<file path="config.mk">
export PLATFORM = sky130hd
export DESIGN_NAME = mode_select
export DESIGN_NICKNAME = d
export VERILOG_FILES = /design/src/rtl/mode_select.sv
export SDC_FILE = /design/constraint.sdc
export NUM_CORES = 1
export LEC_CHECK = 0
export ABC_AREA = 1
export CORE_UTILIZATION = 60
export CTS_BUF_LIST = sky130_fd_sc_hd__clkbuf_2
export CTS_CLUSTER_DIAMETER = 80
export DETAILED_ROUTE_END_ITERATION = 8
export PLACE_DENSITY = 0.78
export RECOVER_POWER = 100
export SLEW_MARGIN = 10
export SYNTH_ARGS = -nofsm -noshare
export SYNTH_HDL_FRONTEND = slang
export SYNTH_SLANG_ARGS = --single-unit
</file>
<file path="constraint.sdc">
create_clock -name clk -period 1.8 [get_ports clk]
set_input_delay 0.36 -clock clk [delete_from_list [all_inputs] [get_ports clk]]
set_output_delay 0.36 -clock clk [all_outputs]
set_load 0.005 [all_outputs]
</file>
<file path="src/rtl/mode_select.sv">
// mode_select: synchronises and debounces NEXT/PREV buttons and steps a wrapping 2-bit mode
module mode_select #(
  parameter int DEBOUNCE_CYCLES = 500000,
  parameter int CNT_W = 19,
  parameter int NUM_MODES = 3
) (
  input  logic       clk,
  input  logic       reset,
  input  logic       btn_next_raw,
  input  logic       btn_prev_raw,
  input  logic       lock,
  output logic [1:0] mode,
  output logic       mode_changed
);
  localparam logic [1:0] TOP = 2'(NUM_MODES - 1);
  localparam logic [CNT_W-1:0] LAST = CNT_W'(DEBOUNCE_CYCLES - 1);
  logic [1:0] raw, s1, s2, deb, deb_d, ev;
  logic [CNT_W-1:0] cnt [2];
  logic nxt, prv, step;
  logic [1:0] mode_nx;
  assign raw = {btn_prev_raw, btn_next_raw};
  // channel 0 is NEXT, channel 1 is PREV
  always_ff @(posedge clk) begin
    for (int i = 0; i < 2; i++) begin
      if (!reset) begin
        s1[i] <= 1'b0;
        s2[i] <= 1'b0;
        deb[i] <= 1'b0;
        deb_d[i] <= 1'b0;
        cnt[i] <= '0;
      end else begin
        s1[i] <= raw[i];
        s2[i] <= s1[i];
        deb_d[i] <= deb[i];
        if (s2[i] == deb[i]) cnt[i] <= '0;
        else if (cnt[i] == LAST) begin
          deb[i] <= s2[i];
          cnt[i] <= '0;
        end else cnt[i] <= cnt[i] + 1'b1;
      end
    end
  end
  assign ev = deb & ~deb_d;
  assign nxt = ev[0];
  assign prv = ev[1];
  assign step = !lock && (nxt ^ prv);
  always_comb
    mode_nx = nxt ? ((mode == TOP) ? 2'd0 : mode + 2'd1)
                  : ((mode == 2'd0) ? TOP : mode - 2'd1);
  always_ff @(posedge clk) begin
    if (!reset) begin
      mode <= 2'd0;
      mode_changed <= 1'b0;
    end else begin
      mode_changed <= step;
      if (step) mode <= mode_nx;
    end
  end
endmodule

</file>
==> impl_metrics.py <==
metrics = {
    "layout": {
        "final_common_cell": "nand2_1",
        "layout.cells.non_filler": 488,
        "finish.utilization_pct": 72.6,
        "nFillCells": 398,
        "fin_nets": 445,
        "design_area_mm2": 0.00327,
        "final_cell_mix": "94 x nand2_1, 82 x nor2_1, 47 x inv_1",
        "antenna_cells": 0,
        "drive_gt1_share_pct": 7.57,
        "syn2layout_area_growth_pct": 12.8,
    },
    "routing": {
        "drc": 0,
        "via_per_inst": 4.98,
        "ant_nets": 0,
        "routed-via-count": 2428,
        "dr.pass1.iters": 4,
        "routedWlPerCell_um": 10.8,
        "drt_iter0_markers": 157,
        "drt-total-wl_mm": 5.28,
    },
    "clock_tree": {
        "post_cts_buffers": 0,
        "tritoncts": "built",
        "cts_made_buffers": 5,
        "clk_latency_ns": 0.42,
        "clk_pin_slew_ns": 0.22,
        "cts_resized": 0,
        "root_buffer": "clkbuf_2",
        "cts_buffer_depth": 2,
        "clock-sinks": 49,
        "holdBufCountCts": 0,
        "cts.htree.levels": 2,
    },
    "synth": {
        "yosys.area_share.simple_pct": 33.6,
        "syn_avg_cell_area_um2": 7.69,
        "synth_mux_area_share_pct": 0,
        "netlist_instances": 377,
        "ys_async_sr_fraction_pct": 0,
        "synth_edf_count": 38,
        "syn_area_mm2": 0.00290,
        "ys.flop_type": "edfxtp_1",
        "synth_top_family_by_area": "simple AND/OR/NAND/NOR gates",
        "synth-compound-area-share_pct": 4.96,
        "yosys_warnings": 0,
        "synth_area_leader_cell": "edfxtp_1",
        "synthXorXnorAreaFrac_pct": 4.83,
        "ys_seq_area_share_pct": 46.9,
        "synth_area_leaders": "edfxtp_1 39%, nand2_1 12%, nor2_1 10%, dfxtp_1 7.6%, inv_1 6.1%",
        "ys_ff_latch": 49,
        "ys_types": 25,
        "synth_fa_ha_area_share_pct": 2.16,
        "synth_top_area_share_pct": 39.3,
    },
    "setup_path": {
        "cp.depth": 1,
        "crit_path_top_delay_cell": "clkdlybuf4s50_1",
        "worstReg2RegEnd": "cnt[0][16]",
        "required_ns": 1.44,
        "crit_family": "buffers and inverters",
        "cpPeakStageDelay_ns": 0.50,
        "worst-path-buf-inv": 1,
        "path_class": "reg -> out",
        "rr_worst_depth": 8,
        "crit_fanout": 3,
        "cp-endpoint": "mode[0]",
        "r2r-start": "cnt[0][0]",
        "crit_path_start": "mode[0]",
        "arrival_ns": 1.31,
        "critPathLaunchType": "flop",
        "crit_path_end_kind": "output pin",
        "reg2reg_setup_slack_ns": 0.14,
        "cp_cell_sequence": "clkdlybuf4s50_1",
    },
    "global_routing": {
        "grt_pass1_vias": 2236,
        "grt_pass1_wl_mm": 9.16,
        "overflow": 0,
        "grt_max_degree": 18,
        "grt_antenna_before_repair": 0,
        "track_usage_pct": 22.8,
    },
    "timing": {
        "fmaxAchievable_mhz": 600,
        "rsz0062_at_grt": "false",
        "finalSetupTns_ns": 0,
        "slew_violations": 0,
        "period_needed_ns": 1.67,
        "holdWs_ns": 0.439,
        "fin_crit_sh_pct": 92.5,
        "setup_viol": 0,
        "clock-skew-final_ns": 0.0141,
        "hold_viol": 0,
    },
    "place": {
        "globalplace.congestion": 0.867,
        "postPlaceCellArea_mm2": 0.00321,
        "io_buffers": 7,
        "dp.cells": 480,
        "dp_hpwl_mm": 4.13,
    },
    "floorplan": {
        "initial_core_util_pct": 64.4,
        "fp-row-count": 24,
        "io_pins": 8,
        "fp.dieH_um": 71.5,
        "die-area_mm2": 0.00512,
        "core_mm2": 0.00450,
        "die_w_um": 71.5,
    },
    "power_and_ir_drop": {
        "cellPowerDensity_mw_per_mm2": 618,
        "max-vdd-ir-drop_v": 0.000333,
        "p_leak_nw": 1.36,
    },
    "run": {
        "maxCapViolCount": 0,
    },
    "outcome": {
        "outcome": "finished, final reports clean",
    },
    "min_path": {
        "holdCritPathClass": "reg -> reg",
        "min_path_cells": 2,
    },
}
==> worst register-to-register path, stage by stage (launching register included) <==
cell and delay (ns):
edfxtp_1 0.43, ha_1 0.20, inv_1 0.06, nor2_1 0.24, nand2_1 0.15, o21ai_0 0.19
nand2_1 0.07, nand3_1 0.07, inv_1 0.04
==> power by group <==
part           switching (W)  leakage (nW)  total, W  internal, W
registers          0.0000431         0.481   0.00130      0.00126
logic              0.0000857         0.834  0.000136    0.0000503
clock network       0.000351        0.0436  0.000585     0.000233
==> worst min path at each step <==
stage	from	endpoint	slack, ns
after global routing	btn_prev_raw	s1[1]	0.43
after global placement	s1[0]	s2[0]	0.40
after detailed placement	s1[0]	s2[0]	0.41
final	s1[0]	s2[0]	0.44
after CTS	btn_prev_raw	s1[1]	0.43
after floorplan	s1[0]	s2[0]	0.39
==> registers in the layout, indices dropped and copies added (netlist names) <==
signal        count
mode_changed      1
s1                2
cnt              38
mode              2
deb               2
deb_d             2
s2                2
==> per-layer routing <==
metal | share of wire [%] | global-route usage (%)
met5 | 0 | 0
met1 | 48 | 28.3
met4 | 0.91 | 6.97
met2 | 47 | 40.0
met3 | 4.0 | 5.20
==> per-stage QoR <==
step	worst slack (ns)	total power (W)
floorplan	0.196	0.00142
global placement	0.0108	0.00146
detailed placement	-0.0101	0.00146
CTS	0.0673	0.00204
global route	0.0255	0.00210
finish	0.135	0.00202
==> layout make-up <==
| type | count | area (um^2) | area share (%) |
|---|---|---|---|
| Multi-Input combinational cell | 314 | 1470 | 44.8 |
| Sequential cell | 49 | 1360 | 41.6 |
| Inverter | 48 | 180 | 5.51 |
| Timing Repair Buffer | 17 | 134 | 4.09 |
| Tap cell | 52 | 65.1 | 1.99 |
| Clock inverter | 3 | 40.0 | 1.22 |
| Clock buffer | 5 | 25.0 | 0.765 |
==> cells by family after synthesis <==
family	count (synthesis)
adder cells (fa/ha/maj)	5
XOR/XNOR	16
AND/OR/NAND/NOR	227
flip-flops	49
buffers and inverters	51
other	1
AO/OA/AOI/OAI	28
==> synth_stat cells, drive strengths merged, types with 2 or more instances <==
master,n
a21oi,17
xnor2,4
nand4,10
xor2,12
nor2,89
dfxtp,11
edfxtp,38
ha,5
inv,48
or2,3
nor3,3
nand2,98
o21ai,11
nand3,24
buf,2
No activity file was read; power rests on OpenSTA's default activity.
